### src/rtl/dff_piso_tx.sv
// ============================================================================
// dff_piso_tx
// ----------------------------------------------------------------------------
// Parallel-in / serial-out transmitter built from clocked D-register stages.
// A WIDTH-bit word is taken through a valid/ready load handshake and shifted
// out one bit per clk cycle. The first bit of every frame carries a
// frame_start marker, so a downstream serial-capture chain can align itself.
//
// Parameters:
//   WIDTH      data bits per frame (2..32)
//   MSB_FIRST  1 = bit WIDTH-1 goes out first, 0 = bit 0 goes out first
//
// Optional feature (compile-time macro):
//   DFF_PISO_TX_PARITY_EN  when defined, every frame is followed by one even
//                          parity bit (XOR of the loaded word), making the
//                          frame WIDTH+1 cycles long. When undefined the
//                          parity state and its register do not exist.
//
// Ports:
//   clk          single clock, all state changes on its rising edge
//   rst          synchronous active-high reset
//   load_valid   load_data is valid this cycle
//   load_data    word to transmit (WIDTH bits)
//   load_ready   block takes a word this cycle (combinational, 0 during rst)
//   ser_out      serial data bit (registered)
//   ser_valid    ser_out carries a frame bit this cycle (registered)
//   frame_start  high on the first bit of each frame only (registered)
//   busy         state is not IDLE
// ============================================================================
module dff_piso_tx #(
    parameter int WIDTH     = 8,
    parameter bit MSB_FIRST = 1'b1
) (
    input  logic             clk,
    input  logic             rst,
    input  logic             load_valid,
    input  logic [WIDTH-1:0] load_data,
    output logic             load_ready,
    output logic             ser_out,
    output logic             ser_valid,
    output logic             frame_start,
    output logic             busy
);

    // Counter is sized to hold 0..WIDTH; it never wraps because every accept
    // clears it back to zero.
    localparam int CW = $clog2(WIDTH + 1);
    localparam logic [CW-1:0] LAST_BIT = CW'(WIDTH - 1);
    localparam logic [CW-1:0] CNT_ONE  = CW'(1);

    localparam logic [1:0] ST_IDLE   = 2'd0;
    localparam logic [1:0] ST_SHIFT  = 2'd1;
`ifdef DFF_PISO_TX_PARITY_EN
    localparam logic [1:0] ST_PARITY = 2'd2;
`endif

    logic [1:0]       state;
    logic [WIDTH-1:0] shift_reg;
    logic [CW-1:0]    bit_cnt;
    logic [WIDTH-1:0] shifted;
    logic             first_bit;
    logic             next_bit;
    logic             at_last_bit;
    logic             handoff_slot;
    logic             accept;

`ifdef DFF_PISO_TX_PARITY_EN
    logic             parity_bit;
`endif

    // The shift register always holds the word with the bit currently on
    // ser_out in its "transmit" position (top for MSB-first, bottom for
    // LSB-first). The bit that will appear next cycle is therefore the
    // transmit position of the shifted word; vacated bits fill with zero.
    always_comb begin
        shifted   = '0;
        first_bit = 1'b0;
        next_bit  = 1'b0;
        if (MSB_FIRST) begin
            shifted   = {shift_reg[WIDTH-2:0], 1'b0};
            first_bit = load_data[WIDTH-1];
            next_bit  = shifted[WIDTH-1];
        end else begin
            shifted   = {1'b0, shift_reg[WIDTH-1:1]};
            first_bit = load_data[0];
            next_bit  = shifted[0];
        end
    end

    // A new word may be taken while still busy only in the final cycle of
    // a frame, which lets back-to-back words stream with no idle gap. With
    // parity enabled that final cycle is the parity bit, not the last data
    // bit. Reset forces ready low so a word offered during rst is never
    // considered consumed.
    always_comb begin
        at_last_bit = (state == ST_SHIFT) && (bit_cnt == LAST_BIT);
`ifdef DFF_PISO_TX_PARITY_EN
        handoff_slot = (state == ST_PARITY);
`else
        handoff_slot = at_last_bit;
`endif
        load_ready = !rst && ((state == ST_IDLE) || handoff_slot);
        accept     = load_valid && load_ready;
        busy       = (state != ST_IDLE);
    end

    // Main sequencer. An accept always wins over the normal state progress:
    // it reloads the word, restarts the counter and puts the first bit on
    // the line at the very next cycle (one cycle of latency), whether the
    // block was idle or finishing the previous frame. Otherwise SHIFT walks
    // one bit per cycle and, after the last bit, either emits the parity
    // bit or drops back to IDLE with the line quiet.
    always_ff @(posedge clk) begin
        if (rst) begin
            state       <= ST_IDLE;
            shift_reg   <= '0;
            bit_cnt     <= '0;
            ser_out     <= 1'b0;
            ser_valid   <= 1'b0;
            frame_start <= 1'b0;
`ifdef DFF_PISO_TX_PARITY_EN
            parity_bit  <= 1'b0;
`endif
        end else if (accept) begin
            state       <= ST_SHIFT;
            shift_reg   <= load_data;
            bit_cnt     <= '0;
            ser_out     <= first_bit;
            ser_valid   <= 1'b1;
            frame_start <= 1'b1;
`ifdef DFF_PISO_TX_PARITY_EN
            parity_bit  <= ^load_data;
`endif
        end else begin
            frame_start <= 1'b0;
            case (state)
                ST_SHIFT: begin
                    if (at_last_bit) begin
`ifdef DFF_PISO_TX_PARITY_EN
                        state     <= ST_PARITY;
                        ser_out   <= parity_bit;
                        ser_valid <= 1'b1;
`else
                        state     <= ST_IDLE;
                        ser_out   <= 1'b0;
                        ser_valid <= 1'b0;
`endif
                        shift_reg <= '0;
                        bit_cnt   <= '0;
                    end else begin
                        shift_reg <= shifted;
                        bit_cnt   <= bit_cnt + CNT_ONE;
                        ser_out   <= next_bit;
                        ser_valid <= 1'b1;
                    end
                end
`ifdef DFF_PISO_TX_PARITY_EN
                ST_PARITY: begin
                    state     <= ST_IDLE;
                    ser_out   <= 1'b0;
                    ser_valid <= 1'b0;
                end
`endif
                default: begin
                    // IDLE, plus recovery from any unused encoding.
                    state     <= ST_IDLE;
                    shift_reg <= '0;
                    bit_cnt   <= '0;
                    ser_out   <= 1'b0;
                    ser_valid <= 1'b0;
                end
            endcase
        end
    end

endmodule

### config.mk
export PLATFORM = sky130hd
export DESIGN_NAME = dff_piso_tx
export DESIGN_NICKNAME = d
export VERILOG_FILES = /design/src/rtl/dff_piso_tx.sv
export SDC_FILE = /design/constraint.sdc
export NUM_CORES = 1
export LEC_CHECK = 0
export CORE_AREA = 2 2 39 41
export CTS_CLUSTER_SIZE = 30
export DETAILED_ROUTE_END_ITERATION = 10
export DIE_AREA = 0 0 41 43
export HOLD_SLACK_MARGIN = 0.08
export PLACE_DENSITY = 0.67
export SYNTH_ARGS = -nofsm -noshare
export SYNTH_HDL_FRONTEND = slang
export SYNTH_SLANG_ARGS = --single-unit
### constraint.sdc
create_clock -name clk -period 2.37 [get_ports clk]
set_clock_uncertainty 0.15 [all_clocks]
set_input_delay 0.474 -clock clk [delete_from_list [all_inputs] [get_ports clk]]
set_output_delay 0.474 -clock clk [all_outputs]
set_load 0.05 [all_outputs]
==> results of run 1 <==
routing by layer:
metal  share of wire [%]  up-vias
li1                    -      176
met1                  45      151
met2                  44       15
met3                  10        0
met4                   0        0
met5                   0        -
per-stage QoR:
stage | cells | setup slack, ns | util, % | hold WS [ns]
after CTS | 74 | 0.222 | 50.0 | 0.306
after global placement | 70 | 0.441 | 48.1 | 0.278
final | 74 | 0.241 | 50.0 | 0.302
after floorplan | 40 | 0.292 | - | 0.268
after global routing | 74 | 0.174 | 50.0 | 0.319
after detailed placement | 70 | 0.425 | 48.1 | 0.287
layout make-up:
cell class                 count  area (um^2)
multi-input combinational     24          185
sequential                    15          300
fill                         143          692
tap                           16         20.0
clock buffer                   4         26.3
timing repair buffer          15          160
cell families after synthesis:
group | Yosys count
DFF | 15
adders and majority gates | 1
AOI/OAI and AO/OA | 9
and+or+nand+nor | 12
buffers and inverters | 1
xor gates and xnor gates | 2
power breakdown:
| group | internal, mW | switching, mW |
|---|---|---|
| Clock | 0.0653 | 0.0749 |
| Sequential | 0.264 | 0.00529 |
| Combinational | 0.0352 | 0.0369 |
synth_stat cells:
cell type,count,area (um^2)
dfxtp_1,15,300
nand2_1,2,7.51
nand2b_1,1,6.26
and2_1,1,6.26
nand3b_4,1,20.0
buf_6,1,11.3
xor2_1,1,8.76
ha_1,1,12.5
xnor2_1,1,8.76
and3b_1,1,8.76
and2_2,1,7.51
nand3_1,1,5.00
nand3b_1,1,7.51
nor2_1,3,11.3
a21oi_2,1,8.76
a21oi_1,1,5.00
a22o_1,7,61.3
how the worst min path moves through the flow:
stage,from,endpoint,slack [ns],cells past startpoint
finish,shift_reg[4],shift_reg[5],0.30,1
floorplan,bit_cnt[0],bit_cnt[0],0.27,1
CTS,shift_reg[4],shift_reg[5],0.31,1
global route,shift_reg[3],shift_reg[4],0.32,1
detailed placement,shift_reg[4],shift_reg[5],0.29,1
global placement,shift_reg[2],shift_reg[3],0.28,1
==> run_summary.xml, run 1 <==
<?xml version="1.0" encoding="UTF-8"?>
<metrics>
  <group name="outcome">
    <metric name="result_of_the_run" unit="">complete, no violations</metric>
  </group>
  <group name="cts">
    <metric name="clk_latency" unit="ns">0.28</metric>
    <metric name="number_of_hold_repair_buffers_added_at_the_cts_stage" unit="">0</metric>
    <metric name="cts_num_sinks" unit="">15</metric>
    <metric name="cts_max_path_buffers" unit="">2</metric>
    <metric name="ctsRootBufferMaster" unit="">clkbuf_4</metric>
    <metric name="post_cts_sizing_count" unit="">0</metric>
    <metric name="cts.htree.levels" unit="">1</metric>
    <metric name="cts_tree" unit="">yes</metric>
    <metric name="buffers_inserted_by_post_cts_timing_repair" unit="">0</metric>
    <metric name="tritoncts.num_buffers" unit="">3</metric>
    <metric name="worst_setup_hold_path_clk_slew" unit="ns">0.08</metric>
  </group>
  <group name="critical_path">
    <metric name="cp_data_required_time" unit="ns">1.75</metric>
    <metric name="timing.critical_path.from_type" unit="">flip-flop</metric>
    <metric name="end_kind" unit="">output pin</metric>
    <metric name="crit_path_cells" unit="">clkdlybuf4s50_1</metric>
    <metric name="crit_slowest_cell" unit="">clkdlybuf4s50_1</metric>
    <metric name="cp_top_family" unit="">buffers and inverters</metric>
    <metric name="cp_buf_inv_count" unit="">1</metric>
    <metric name="crit_path_max_incr_delay" unit="ns">0.82</metric>
    <metric name="timing.critical_path.arrival" unit="ns">1.50</metric>
    <metric name="setup.worst_path.class" unit="">flip-flop to output pin</metric>
    <metric name="crit_start" unit="">state[0]</metric>
    <metric name="critical_path.reg2reg.startpoint" unit="">bit_cnt[0]</metric>
    <metric name="worstSetupEndpoint" unit="">busy</metric>
    <metric name="critPathMaxFanout" unit="">5</metric>
    <metric name="r2r_end" unit="">shift_reg[6]</metric>
    <metric name="worst-r2r-setup-slack" unit="ns">0.87</metric>
    <metric name="depth_of_the_critical_timing_path_with_buffers_and_inverters_included" unit="">1</metric>
    <metric name="r2r.worst_path.cells" unit="">4</metric>
  </group>
  <group name="cells_and_area">
    <metric name="largest_reg_flops" unit="">7</metric>
    <metric name="area.growth.synth_to_final" unit="%">39.3</metric>
    <metric name="layout_commonest_cell" unit="">dfxtp_1</metric>
    <metric name="post_route_cells_drive_above_1_share" unit="%">12.1</metric>
    <metric name="final_nets" unit="">71</metric>
    <metric name="layout_common_cells" unit="">dfxtp_1 (15), clkdlybuf4s50_1 (14), a22o_1 (7)</metric>
    <metric name="design_area" unit="um^2">692</metric>
    <metric name="antenna_cells_inserted" unit="">0</metric>
  </group>
  <group name="grt">
    <metric name="grt_max_degree" unit="">10</metric>
    <metric name="first_global_vias" unit="">291</metric>
    <metric name="met2_usage" unit="%">13.4</metric>
    <metric name="groute.usage.overall" unit="%">10.5</metric>
    <metric name="globalRoute.busiestLayer" unit="">met2</metric>
    <metric name="grt-ovfl-total" unit="">0</metric>
    <metric name="gr-usage-met3" unit="%">7.85</metric>
    <metric name="groute.layer.met1.usage" unit="%">12.0</metric>
    <metric name="grt_pass1_wl" unit="um">1150</metric>
    <metric name="grt_antenna_before_repair" unit="">0</metric>
  </group>
  <group name="floorplanning">
    <metric name="initial_utilization" unit="%">35.9</metric>
    <metric name="top_ports" unit="">16</metric>
    <metric name="floorplan.core_area" unit="um^2">1380</metric>
    <metric name="floorplan.die.height" unit="um">43</metric>
    <metric name="floorplan_die_area" unit="um^2">1760</metric>
    <metric name="fp.dieW" unit="um">41</metric>
    <metric name="rows" unit="">14</metric>
  </group>
  <group name="synth">
    <metric name="netlist-cell-type-count" unit="">17</metric>
    <metric name="netlist_instances" unit="">40</metric>
    <metric name="synth_xor_xnor_area_share" unit="%">3.53</metric>
    <metric name="synth_area_per_cell" unit="um^2">12.4</metric>
    <metric name="yosys.area_share.adder" unit="%">2.52</metric>
    <metric name="post_synth_instance_area" unit="um^2">497</metric>
    <metric name="synth-compound-area-share" unit="%">15.1</metric>
    <metric name="synthMuxAreaShare" unit="%">0</metric>
    <metric name="synth-warning-count" unit="">0</metric>
    <metric name="yosys_register_bits" unit="">15</metric>
    <metric name="synth_net_count" unit="">52</metric>
    <metric name="seq_area_frac_synth" unit="%">60.5</metric>
    <metric name="yosys.area_share.simple" unit="%">16.1</metric>
    <metric name="largest_family_of_logic_cells_by_synthesized_area" unit="">simple AND/OR/NAND/NOR gates</metric>
  </group>
  <group name="detailed_routing">
    <metric name="vias" unit="">342</metric>
    <metric name="viasPerCell" unit="">4.62</metric>
    <metric name="drtAntennaViolNets" unit="">0</metric>
    <metric name="route.detailed.drc" unit="">0</metric>
    <metric name="drtPass1Iterations" unit="">4</metric>
    <metric name="detailedRoute.firstIterationViolations" unit="">2</metric>
    <metric name="route.detailed.wl_per_inst" unit="um">10.2</metric>
    <metric name="postRouteWirelength" unit="um">753</metric>
  </group>
  <group name="run">
    <metric name="drv_cap" unit="">0</metric>
  </group>
  <group name="placed_design">
    <metric name="number_of_port_buffers" unit="">15</metric>
    <metric name="place.detailed.hpwl" unit="um">557</metric>
    <metric name="post_dp_cell_area" unit="um^2">666</metric>
    <metric name="routabilityCongestion" unit="">0.690</metric>
  </group>
  <group name="power_and_ir_drop">
    <metric name="power.static_leakage" unit="nW">0.316</metric>
    <metric name="power" unit="mW">0.482</metric>
    <metric name="vdd.ir_drop.worst" unit="mV">0.424</metric>
    <metric name="power.density_cell_area" unit="nW/um^2">696</metric>
  </group>
  <group name="timing">
    <metric name="worst_pin_slew" unit="ns">0.491</metric>
    <metric name="report.final.hold_viol_count" unit="">0</metric>
    <metric name="fin_crit_sh" unit="%">89.8</metric>
    <metric name="final.setup.tns" unit="ns">0</metric>
    <metric name="grt_setup_unrepaired" unit="">no</metric>
    <metric name="min_period" unit="ns">2.13</metric>
    <metric name="achievable-frequency" unit="MHz">470</metric>
    <metric name="drv_slew" unit="">0</metric>
    <metric name="slew_headroom" unit="%">67.2</metric>
    <metric name="setup-violations-final" unit="">0</metric>
  </group>
  <group name="min_path">
    <metric name="hold_path_class" unit="">flip-flop to flip-flop</metric>
  </group>
</metrics>
No activity file was read; power rests on OpenSTA's default activity.
==> run 2: changes to the inputs <==
--- a/config.mk
+++ b/config.mk
@@ -9,6 +9,7 @@
 export CTS_CLUSTER_SIZE = 30
 export DETAILED_ROUTE_END_ITERATION = 10
 export DIE_AREA = 0 0 41 43
+export GPL_ROUTABILITY_DRIVEN = 0
 export HOLD_SLACK_MARGIN = 0.08
 export PLACE_DENSITY = 0.67
 export SYNTH_ARGS = -nofsm -noshare
==> results of run 2 <==
The final DEF is identical to that of run 1; final timing and power are the same.
